**src/rtl/relm_spi_master.sv**
```systemverilog
// relm_spi_master: byte-wide SPI mode-3 master behind a push/pop slot pair.
// Push word carries SS control and TX byte; pop word returns rx, fresh, int.
module relm_spi_master #(
    parameter int WD  = 32,
    parameter int DIV = 4
) (
    input  logic        clk,
    input  logic        rst_n_in,
    input  logic [WD:0] cmd_in,
    output logic        retry_out,
    input  logic        ack_in,
    output logic [WD:0] q_out,
    output logic        spi_ss_out,
    output logic        spi_sck_out,
    output logic        spi_mosi_out,
    input  logic        spi_miso_in,
    input  logic        spi_int_in
);

    localparam logic [1:0] S_IDLE = 2'd0;
    localparam logic [1:0] S_LOW  = 2'd1;
    localparam logic [1:0] S_HIGH = 2'd2;

    localparam logic [7:0] DIV_LAST = 8'(DIV - 1);

    logic [1:0] state_q, state_d;
    logic [7:0] div_cnt_q, div_cnt_d;
    logic [2:0] bit_cnt_q, bit_cnt_d;
    logic [7:0] shift_q, shift_d;
    logic [7:0] rx_q, rx_d;
    logic       fresh_q, fresh_d;
    logic       busy_q, busy_d;
    logic       ss_q, ss_d;
    logic       sck_q, sck_d;
    logic       mosi_q, mosi_d;
    logic       miso_q;
    logic       int_meta_q;
    logic       int_sync_q;

    logic       cmd_vld;
    logic       div_last;
    logic       unused_cmd_bits;

    assign cmd_vld         = cmd_in[WD];
    assign div_last        = (div_cnt_q == DIV_LAST);
    assign unused_cmd_bits = ^cmd_in[WD-1:10];

    // Next-state logic for the command decoder and the SCK/shift sequencer.
    always_comb begin
        state_d   = state_q;
        div_cnt_d = div_cnt_q;
        bit_cnt_d = bit_cnt_q;
        shift_d   = shift_q;
        rx_d      = rx_q;
        busy_d    = busy_q;
        ss_d      = ss_q;
        sck_d     = sck_q;
        mosi_d    = mosi_q;
        fresh_d   = ack_in ? 1'b0 : fresh_q;

        unique case (state_q)
            S_IDLE: begin
                if (cmd_vld) begin
                    ss_d = cmd_in[8];
                    if (!cmd_in[9]) begin
                        mosi_d    = cmd_in[7];
                        shift_d   = cmd_in[7:0];
                        bit_cnt_d = 3'd7;
                        busy_d    = 1'b1;
                        sck_d     = 1'b0;
                        div_cnt_d = 8'd0;
                        state_d   = S_LOW;
                    end
                end
            end
            S_LOW: begin
                if (div_last) begin
                    div_cnt_d = 8'd0;
                    sck_d     = 1'b1;
                    state_d   = S_HIGH;
                end else begin
                    div_cnt_d = div_cnt_q + 8'd1;
                end
            end
            S_HIGH: begin
                // Registered MISO is sampled once, right after the rise.
                if (div_cnt_q == 8'd0) begin
                    shift_d = {shift_q[6:0], miso_q};
                end
                if (div_last) begin
                    div_cnt_d = 8'd0;
                    if (bit_cnt_q == 3'd0) begin
                        rx_d    = shift_q;
                        fresh_d = 1'b1;
                        busy_d  = 1'b0;
                        state_d = S_IDLE;
                    end else begin
                        bit_cnt_d = bit_cnt_q - 3'd1;
                        mosi_d    = shift_q[7];
                        sck_d     = 1'b0;
                        state_d   = S_LOW;
                    end
                end else begin
                    div_cnt_d = div_cnt_q + 8'd1;
                end
            end
            default: begin
                state_d = S_IDLE;
            end
        endcase
    end

    // Sequencer, SPI pin and pop-word registers.
    always_ff @(posedge clk or negedge rst_n_in) begin
        if (!rst_n_in) begin
            state_q   <= S_IDLE;
            div_cnt_q <= 8'd0;
            bit_cnt_q <= 3'd0;
            shift_q   <= 8'd0;
            rx_q      <= 8'd0;
            fresh_q   <= 1'b0;
            busy_q    <= 1'b0;
            ss_q      <= 1'b1;
            sck_q     <= 1'b1;
            mosi_q    <= 1'b0;
        end else begin
            state_q   <= state_d;
            div_cnt_q <= div_cnt_d;
            bit_cnt_q <= bit_cnt_d;
            shift_q   <= shift_d;
            rx_q      <= rx_d;
            fresh_q   <= fresh_d;
            busy_q    <= busy_d;
            ss_q      <= ss_d;
            sck_q     <= sck_d;
            mosi_q    <= mosi_d;
        end
    end

    // Input capture: MISO register and two-flop interrupt synchronizer.
    always_ff @(posedge clk or negedge rst_n_in) begin
        if (!rst_n_in) begin
            miso_q     <= 1'b0;
            int_meta_q <= 1'b0;
            int_sync_q <= 1'b0;
        end else begin
            miso_q     <= spi_miso_in;
            int_meta_q <= spi_int_in;
            int_sync_q <= int_meta_q;
        end
    end

    assign retry_out    = busy_q;
    assign spi_ss_out   = ss_q;
    assign spi_sck_out  = sck_q;
    assign spi_mosi_out = mosi_q;
    assign q_out        = {1'b0, fresh_q, int_sync_q, {(WD-10){1'b0}}, rx_q};

endmodule

```
**config.mk**
```make
export PLATFORM = sky130hd
export DESIGN_NAME = relm_spi_master
export DESIGN_NICKNAME = d
export VERILOG_FILES = /design/src/rtl/relm_spi_master.sv
export SDC_FILE = /design/constraint.sdc
export NUM_CORES = 1
export LEC_CHECK = 0
export BUFFER_PORTS_ARGS = -buffer_cell sky130_fd_sc_hd__buf_2
export CAP_MARGIN = 20
export CORE_MARGIN = 5
export CORE_UTILIZATION = 40
export CTS_CLUSTER_DIAMETER = 40
export DETAILED_ROUTE_END_ITERATION = 10
export PLACE_DENSITY = 0.62
export SLEW_MARGIN = 30
export SYNTH_ARGS = -nofsm -noshare
export SYNTH_HDL_FRONTEND = slang
export SYNTH_SLANG_ARGS = --single-unit
```
**constraint.sdc**
```tcl
create_clock -name clk -period 2.77 [get_ports clk]
set_clock_uncertainty 0.05 [all_clocks]
set_input_delay 0.277 -clock clk [delete_from_list [all_inputs] [get_ports clk]]
set_output_delay 0.277 -clock clk [all_outputs]
set_load 0.01 [all_outputs]
```
==> results of run 1 <==
==> kinds of logic after synthesis <==
kind of cell,count (synthesis),share of synthesized area
simple gates,48,0.125
buf+inv,43,0.127
flops,37,0.434
compound gates,32,0.0988
mux,28,0.161
fa+ha+maj,9,0.0526
other cells,1,0.00175
==> layout make-up <==
type	instances	area (µm²)	area share
clock buffer	5	68.8	0.0293
clock inverter	3	46.3	0.0197
inverter	11	41.3	0.0176
multi-input combinational	140	1020	0.436
sequential	37	928	0.396
tap	70	87.6	0.0373
timing repair buffer	30	153	0.0650
==> power by group through the flow <==
stage / logic, mW / clock network, mW / registers (mW)
after global placement: 0.0526 / 0 / 0.563
after floorplan: 0.0544 / 0 / 0.562
after global routing: 0.0593 / 0.508 / 0.554
after CTS: 0.0530 / 0.486 / 0.553
after detailed placement: 0.0527 / 0 / 0.564
final: 0.0523 / 0.463 / 0.553
==> worst register-to-register path, stage by stage (launching register included) <==
cell and delay, ns:
dfrtp_1 0.42, inv_1 0.12, ha_1 0.35, mux2_2 0.46
or4_1 0.48, nand3b_1 0.09
==> stage by stage <==
stage	hold WS (ns)	setup WS (ns)	std cells
2_1_floorplan	-0.0686	0.833	220
3_3_place_gp	0.282	0.759	288
3_5_place_dp	0.286	0.749	288
4_1_cts	0.0294	0.736	296
5_1_grt	0.0294	0.630	296
6_report	0.0253	0.743	296
==> worst min path at each step <==
| stage | cells past startpoint | end | startpoint |
|---|---|---|---|
| 6_report | 1 | bit_cnt_q[1]$_DFFE_PN0P_ | rst_n_in |
| 5_1_grt | 1 | miso_q$_DFF_PN0_ | spi_miso_in |
| 4_1_cts | 1 | miso_q$_DFF_PN0_ | spi_miso_in |
| 3_5_place_dp | 0 | int_sync_q$_DFF_PN0_ | int_meta_q$_DFF_PN0_ |
| 3_3_place_gp | 0 | int_sync_q$_DFF_PN0_ | int_meta_q$_DFF_PN0_ |
| 2_1_floorplan | 0 | bit_cnt_q[0]$_DFFE_PN0P_ | rst_n_in |
==> synth_stat cells, types with 3 or more instances <==
library cell and count:
mux2_4 8, nand4_1 3, dfrtp_1 35, inv_1 11, mux2_2 19, ha_1 9, buf_4 25, nor2_1 5
nand2_1 14, a21oi_1 6, nand3_1 11, o21ai_0 9, clkbuf_1 3
==> routing by layer <==
layer / wire, µm / up-vias
met4: 85 / 0
met5: 0 / -
li1: - / 701
met2: 1810 / 29
met3: 188 / 8
met1: 1620 / 676
==> registers in the layout (all words and copies together), names as in the netlist <==
signal and count:
spi_sck_out 1, div_cnt_q 8, fresh_q 1, spi_mosi_out 1, int_sync_q 1, shift_q 8, int_meta_q 1, state_q 2
spi_ss_out 1, rx_q 8, miso_q 1, bit_cnt_q 3, retry_out 1
==> run summary, run 1 <==
slowest CP cell - or4_1
top post-synthesis cells by area - dfrtp_1 41%, mux2_2 10%, buf_4 8.8%
total global-route track usage - 0.108
Initial Util - 0.416
synthesis-to-finish area growth - 9.71%
Power, Total - 1.07 mW
number of synthesized flops with an enable pin - 0
fraction of synthesis flops using an asynchronous set or reset pin - 1.00
WS Path Type - register to register
diodes inserted - 0
slew margin rel. - 0.465
Sw Ratio - 0.216
commonest cells after routing, fill and taps aside - 35 x dfrtp_1, 29 x buf_2, 23 x conb_1
global route hottest layer - met2
Setup-failing EPs final - 0
CP startpoint kind - register
clock-pin slew on the worst setup and hold paths - 0.07 ns
io pins - 75
Yosys reg bits - 37
FILL cells - 515
final hold violations - 0
final core occ - 0.457
Reg power frac - 0.518
FP Rows - 26
cts repair resizes - 0
cells on worst reg2reg path - 5
Critical Path End - bit_cnt_q[2]$_DFFE_PN0P_
NumNets Final - 272
prevailing post-synth register cell - dfrtp_1
combinational cell fraction of total power - 0.049
LEAKAGE - 1.15 nW
Setup TNS - 0 ns
RSZ-0062 raised after global routing - false
CP bufs+invs - 1
Avg WL per Cell - 12.5 µm
CTS tree - done
leading area contributor after synthesis - dfrtp_1
Largest delay share family, worst path - simple AND/OR/NAND/NOR gates
drt via density - 4.78
cell area power density - 455 nW/µm²
endpoint type of the worst setup path - register
H-tree depth - 2
r2r endpoint - bit_cnt_q[2]$_DFFE_PN0P_
Hold WC Path Type - input pin to asynchronous set/reset pin
CTS root buf - clkbuf_8
worst skew pair latency - 0.29 ns
crit-path max cell delay - 0.48 ns
postcts setup bufs - 0
fin crit share - 0.732
Post-Syn Instances - 198
met2 usage - 0.181
share of cells above drive strength 1 - 0.314
Post-route DRC - 0
Worst-Margin Slew - 0.802 ns
Reg2Reg Setup Slack - 0.74 ns
largest buffer count on any clock path - 2
Worst VDD drop - 0.257 mV
Pins Over Slew Limit - 0
vias in the first global route - 1347
maxcap violations - 0
Pre-antenna DRT Iters - 6
met3 usage in global routing - 0.0376
DIE AREA - 6910 µm²
crit path max fanout - 10
Sink Count - 37
Yosys cell types - 46
core footprint - 5140 µm²
post-synthesis sequential area ratio - 0.434
Die Span Y - 83.1 µm
number of stages on the worst setup path - 5
worst-path cell chain - inv_1 -> ha_1 -> mux2_2 -> or4_1 -> nand3b_1
number of DRC markers in iteration 0 - 34
Clock power frac - 0.433
PortBufs - 29
CTS Hold Bufs - 0
largest net degree at the start of global routing - 38
antenna violation net count after detailed routing - 0
P_int - 838 µW
initial antenna violation count - 0
crit path launch - state_q[1]$_DFFE_PN0P_
Tmin final - 2.03 ns
post-synth top area share - 0.409
most common cell after layout, fill and taps aside - dfrtp_1
Synth Warn # - 0
dpl cell area - 2230 µm²
RePlAce Congestion - 0.785
status - completed
grt ovf - 0
Post-Syn Area per Cell - 10.8 µm²
Routed WL - 3700 µm
first-pass GRT wire length - 6090 µm
die width - 83.1 µm
Switch Pwr - 231 µW
post-route design area - 2350 µm²
fmax - 493 MHz
Num CTS Buffers - 5
Worst EP required - 2.94 ns
dpl hpwl - 2700 µm
reg2reg start - state_q[1]$_DFFE_PN0P_
synthesized area - 2140 µm²
GR Util met1 - 0.123
total number of vias - 1414
Critical Path AT - 2.20 ns
(Power assumes the default switching activity.)
==> run 2: changes to the inputs <==
--- a/config.mk
+++ b/config.mk
@@ -5,6 +5,7 @@
 export SDC_FILE = /design/constraint.sdc
 export NUM_CORES = 1
 export LEC_CHECK = 0
+export ABC_AREA = 1
 export BUFFER_PORTS_ARGS = -buffer_cell sky130_fd_sc_hd__buf_2
 export CAP_MARGIN = 20
 export CORE_MARGIN = 5
==> constraint.sdc (replaced) <==
create_clock -name clk -period 2 [get_ports clk]
set_clock_uncertainty 0.05 [all_clocks]
set_input_delay 0.2 -clock clk [delete_from_list [all_inputs] [get_ports clk]]
set_output_delay 0.2 -clock clk [all_outputs]
set_load 0.01 [all_outputs]
==> run summary, run 2 <==
DIE AREA - 7250 µm²
io pins - 75
core footprint - 5510 µm²
number of DRC markers in iteration 0 - 54
initial antenna violation count - 0
fraction of synthesis flops using an asynchronous set or reset pin - 1.00
Initial Util - 0.410
footprint of the multi-input gates - 1080 µm²
RSZ-0062 raised after global routing - false
post-synthesis sequential area ratio - 0.411
Largest regs - div_cnt_q (8), rx_q (8), shift_q (8)
H-tree depth - 2
Synth Warn # - 0
Post-Syn Instances - 255
maxcap violations - 0
grt ovf - 0
Hold WC Path Type - input pin to register
die width - 85.2 µm
CP startpoint kind - register
prevailing post-synth register cell - dfrtp_1
cell count after placement - 349
dpl hpwl - 2990 µm
Setup TNS - 0 ns
diodes inserted - 0
final core occ - 0.449
synthesized area - 2260 µm²
Pre-antenna DRT Iters - 4
synthesis-to-finish area growth - 9.30%
largest net degree at the start of global routing - 21
Setup-failing EPs final - 0
most common cell after layout, fill and taps aside - nand2_1
NumNets Final - 334
leading area contributor after synthesis - dfrtp_1
Post-synth top cells - 60 x nand2_1, 35 x dfrtp_1, 26 x buf_4
clock-pin slew on the worst setup and hold paths - 0.08 ns
largest family of logic cells by synthesized area - simple AND/OR/NAND/NOR gates
Yosys reg bits - 37
LEAKAGE - 1.27 nW
total number of vias - 1623
PortBufs - 29
Die Span Y - 85.2 µm
Num CTS Buffers - 5
Synth Area in Compound Gates - 0.117
post-synth top area share - 0.388
drt via density - 4.51
Post-route DRC - 0
crit path max fanout - 16
Layout Cells excl Fill - 360
FILL cells - 541
cts repair resizes - 0
Critical Path AT - 1.96 ns
share of cells above drive strength 1 - 0.267
final hold violations - 0
CTS root buf - clkbuf_8
Reg area - 928 µm²
first-pass GRT wire length - 6870 µm
endpoint type of the worst setup path - register
largest buffer count on any clock path - 2
multiplexer share of the synthesized area - 0.0221
fmax - 549 MHz
antenna violation net count after detailed routing - 0
vias in the first global route - 1539
RePlAce Congestion - 0.783
post-synthesis adder-cell area fraction - 0.0498
status - completed
Sink Count - 37
XOR/XNOR Fraction of Synth Area - 0.00388
WS Path Type - register to register
Routed WL - 3960 µm
commonest cells after routing, fill and taps aside - 60 x nand2_1, 35 x dfrtp_1, 29 x buf_2
Post-Syn Area per Cell - 8.86 µm²
Worst VDD drop - 0.466 mV
Power, Total - 3.05 mW
Worst EP required - 2.13 ns
FP Rows - 27
worst skew pair latency - 0.29 ns
total global-route track usage - 0.117
number of synthesized flops with an enable pin - 0
Avg WL per Cell - 11.0 µm
top post-synthesis cells by area - dfrtp_1 39%, nand2_1 10%, buf_4 8.6%
most frequent cell after synthesis - nand2_1
Post-Synth Simple-Gate Area - 0.246
fin crit share - 0.911
CTS tree - done
Yosys cell types - 34
Tmin final - 1.82 ns
cell area power density - 1230 nW/µm²
Pins Over Slew Limit - 0
-- run 2: changes by cell type in the layout (fill, tap and decap cells not counted), sizes merged, moves of 3 or more --
| cell | before | now |
|---|---|---|
| nor2 | 5 | 14 |
| nand4 | 4 | 10 |
| mux2 | 27 | 0 |
| dlygate4sd3 | 0 | 3 |
| a21oi | 6 | 3 |
| nand3 | 11 | 15 |
| mux2i | 1 | 5 |
| inv | 11 | 24 |
| nand2 | 14 | 70 |
| o21ai | 9 | 28 |
-- run 2: power breakdown --
group	internal, mW	total (mW)	switching (mW)
Combinational	0.509	1.41	0.902
Clock	0.241	0.521	0.281
Sequential	0.972	1.12	0.143
-- run 2: timing repair --
action / CTS / global route
hold buffers: 3 / 0
buffers inserted: 0 / 0
hold endpoints to repair: 20 / 0
-- run 2: worst paths after layout --
kind                                        startpoint                  endpoint  slack (ns)  cells after the start
min in group asynchronous                     rst_n_in  div_cnt_q[5]$_DFFE_PN0P_        0.33                      2
worst max register to register  state_q[0]$_DFFE_PN0P_    shift_q[3]$_DFFE_PN0P_        0.18                      8
max in group asynchronous                     rst_n_in   spi_sck_out$_DFFE_PN1P_        0.98                      3
worst min-delay path                            ack_in         fresh_q$_DFF_PN0_        0.03                      2
worst max-delay path            state_q[0]$_DFFE_PN0P_    shift_q[3]$_DFFE_PN0P_        0.18                      8
worst min register to register    int_meta_q$_DFF_PN0_      int_sync_q$_DFF_PN0_        0.30                      0
-- run 2: logic make-up after synthesis --
kind of cell | Yosys count
adders and majority gates | 9
other | 1
and+or+nand+nor | 110
DFF | 37
AOI/OAI and AO/OA | 36
buffers and inverters | 56
muxes | 5
xor gates and xnor gates | 1
-- run 2: critical path: stages (launching register included) --
cell and delay (ns):
dfrtp_1 0.44, inv_1 0.09, ha_1 0.31, nand2_4 0.16, nand2_2 0.09, nor2_1 0.20, nand2_4 0.19, nand2_1 0.13
o21ai_2 0.05
-- run 2: through the flow --
| stage | hold slack, ns | setup WS [ns] | area, µm² |
|---|---|---|---|
| floorplan | -0.146 | 0.402 | 2340 |
| global route | 0.0315 | 0.0321 | 2470 |
| CTS | 0.0212 | 0.175 | 2470 |
| finish | 0.0267 | 0.178 | 2470 |
| detailed placement | 0.121 | 0.201 | 2350 |
| global placement | 0.125 | 0.232 | 2350 |
-- run 2: metal layers --
metal	vias up	part of all wire	GRT usage
met2	41	0.46	0.187
met1	735	0.47	0.149
met4	0	0.011	0.0388
met3	4	0.067	0.0388
met5	-	0	0
li1	843	-	-
-- run 2: cell type report --
type / instances / share of cell area
Clock buffer: 5 / 0.0279
Clock inverter: 3 / 0.00709
Inverter: 24 / 0.0365
Multi-Input combinational cell: 184 / 0.436
Sequential cell: 37 / 0.376
Tap cell: 72 / 0.0365
Timing Repair Buffer: 35 / 0.0800
==> run 3: changes to the inputs <==
--- a/config.mk
+++ b/config.mk
@@ -13,6 +13,7 @@
 export CTS_CLUSTER_DIAMETER = 40
 export DETAILED_ROUTE_END_ITERATION = 10
 export PLACE_DENSITY = 0.62
+export REMOVE_ABC_BUFFERS = 1
 export SLEW_MARGIN = 30
 export SYNTH_ARGS = -nofsm -noshare
 export SYNTH_HDL_FRONTEND = slang
==> run summary, run 3 (same netlist as run 2, synthesis figures left out) <==
postcts setup bufs - 0
Critical Path AT - 1.92 ns
Pins Over Slew Limit - 0
Setup-failing EPs final - 0
drt via density - 4.50
Initial Util - 0.410
Setup TNS - 0 ns
Worst EP required - 2.16 ns
CTS tree - done
antenna violation net count after detailed routing - 0
die width - 85.2 µm
DIE AREA - 7250 µm²
footprint of the multi-input gates - 1080 µm²
Sw Ratio - 0.431
Reg power frac - 0.364
Post-route DRC - 0
P_int - 1.74 mW
number of DRC markers in iteration 0 - 39
share of cells above drive strength 1 - 0.270
first-pass GRT wire length - 6710 µm
most common cell after layout, fill and taps aside - nand2_1
cell area power density - 1230 nW/µm²
Reg area - 928 µm²
maxcap violations - 0
initial antenna violation count - 0
Hold WC Path Type - input pin to register
Tmin final - 1.76 ns
commonest cells after routing, fill and taps aside - 60 x nand2_1, 35 x dfrtp_1, 29 x buf_2
Largest regs - div_cnt_q (8), rx_q (8), shift_q (8)
cells on worst reg2reg path - 7
largest buffer count on any clock path - 2
Switch Pwr - 1.32 mW
PortBufs - 29
r2r endpoint - div_cnt_q[3]$_DFFE_PN0P_
FILL cells - 551
NumNets Final - 335
reg2reg start - state_q[0]$_DFFE_PN0P_
clock-pin slew on the worst setup and hold paths - 0.08 ns
total global-route track usage - 0.113
largest net degree at the start of global routing - 19
core footprint - 5510 µm²
dpl hpwl - 3020 µm
H-tree depth - 2
Num CTS Buffers - 5
worst hold slack - 0.0314 ns
Die Span Y - 85.2 µm
fin crit share - 0.882
crit path launch - state_q[0]$_DFFE_PN0P_
total number of vias - 1626
Sink Count - 37
io pins - 75
FP Rows - 27
Pre-antenna DRT Iters - 4
combinational cell fraction of total power - 0.463
Avg WL per Cell - 10.9 µm
CP startpoint kind - register
CTS root buf - clkbuf_8
Clock power frac - 0.172
grt ovf - 0
WS Path Type - register to register
RePlAce Congestion - 0.773
final hold violations - 0
Worst VDD drop - 0.468 mV
Routed WL - 3940 µm
diodes inserted - 0
cts repair resizes - 0
vias in the first global route - 1511
Critical Path End - div_cnt_q[3]$_DFFE_PN0P_
synthesis-to-finish area growth - 9.86%
LEAKAGE - 1.28 nW
RSZ-0062 raised after global routing - false
fmax - 567 MHz
status - completed
crit path max fanout - 12
endpoint type of the worst setup path - register
worst skew pair latency - 0.29 ns
Reg2Reg Setup Slack - 0.24 ns
## run 3: cell types whose count changed in the layout (fill, tap and decap cells not counted)
cell        change
clkinv_2        -1
clkinv_4        +2
buf_4           +1
clkinvlp_4      -1
## run 3: area by class of cell
cell class              instances  area share
multi-input cells             184       0.434
clock buffers                   5      0.0277
well taps                      72      0.0363
clock inverters                 3     0.00907
repair buffers                 36      0.0827
flip-flops and latches         37       0.374
inverters                      24      0.0363
## run 3: critical path, cell delays in order, from the launching register on
cell and delay (ns):
dfrtp_1 0.42, inv_1 0.09, ha_1 0.30, nand2_4 0.15
nand2_2 0.08, nor2_2 0.36, nand4_1 0.13, o21ai_0 0.10
## run 3: repair_timing
item | 4_1_cts | 5_1_grt
hold buffers | 3 | 0
endpoints found under the setup margin | 0 | 0
hold endpoints to repair | 37 | 0
## run 3: worst min path at each step
stage,from,to,slack [ns],cells after the start
after floorplan,rst_n_in,bit_cnt_q[0]$_DFFE_PN0P_,-0.15,0
after global placement,rst_n_in,div_cnt_q[6]$_DFFE_PN0P_,0.003,1
after detailed placement,rst_n_in,div_cnt_q[6]$_DFFE_PN0P_,0.004,1
after global routing,cmd_in[32],spi_ss_out$_DFFE_PN1P_,0.04,2
final,ack_in,fresh_q$_DFF_PN0_,0.03,2
after CTS,ack_in,fresh_q$_DFF_PN0_,0.03,2
## run 3: through the flow
step | cell area, µm² | std cells | utilization | setup slack [ns] | total power [mW]
after detailed placement | 2360 | 350 | 0.429 | 0.206 | 2.56
after global routing | 2480 | 361 | 0.451 | 0.0276 | 3.35
after global placement | 2360 | 350 | 0.429 | 0.268 | 2.53
after floorplan | 2100 | 245 | - | 0.119 | 2.22
final | 2480 | 361 | 0.451 | 0.235 | 3.06
after CTS | 2480 | 361 | 0.451 | 0.205 | 3.11
## run 3: power groups by stage
| stage | clock network [mW] | registers, mW | logic [mW] |
|---|---|---|---|
| after floorplan | 0 | 1.13 | 1.09 |
| after global placement | 0 | 1.13 | 1.41 |
| after detailed placement | 0 | 1.13 | 1.43 |
| after CTS | 0.550 | 1.12 | 1.44 |
| after global routing | 0.580 | 1.15 | 1.62 |
| final | 0.527 | 1.11 | 1.42 |
## run 3: routing by layer
layer  track usage  up-vias  share of wire
met4        0.0561        0          0.013
met3        0.0262        6          0.063
met5             0        -              0
met2         0.186       41           0.46
met1         0.140      742           0.46
li1              -      837              -
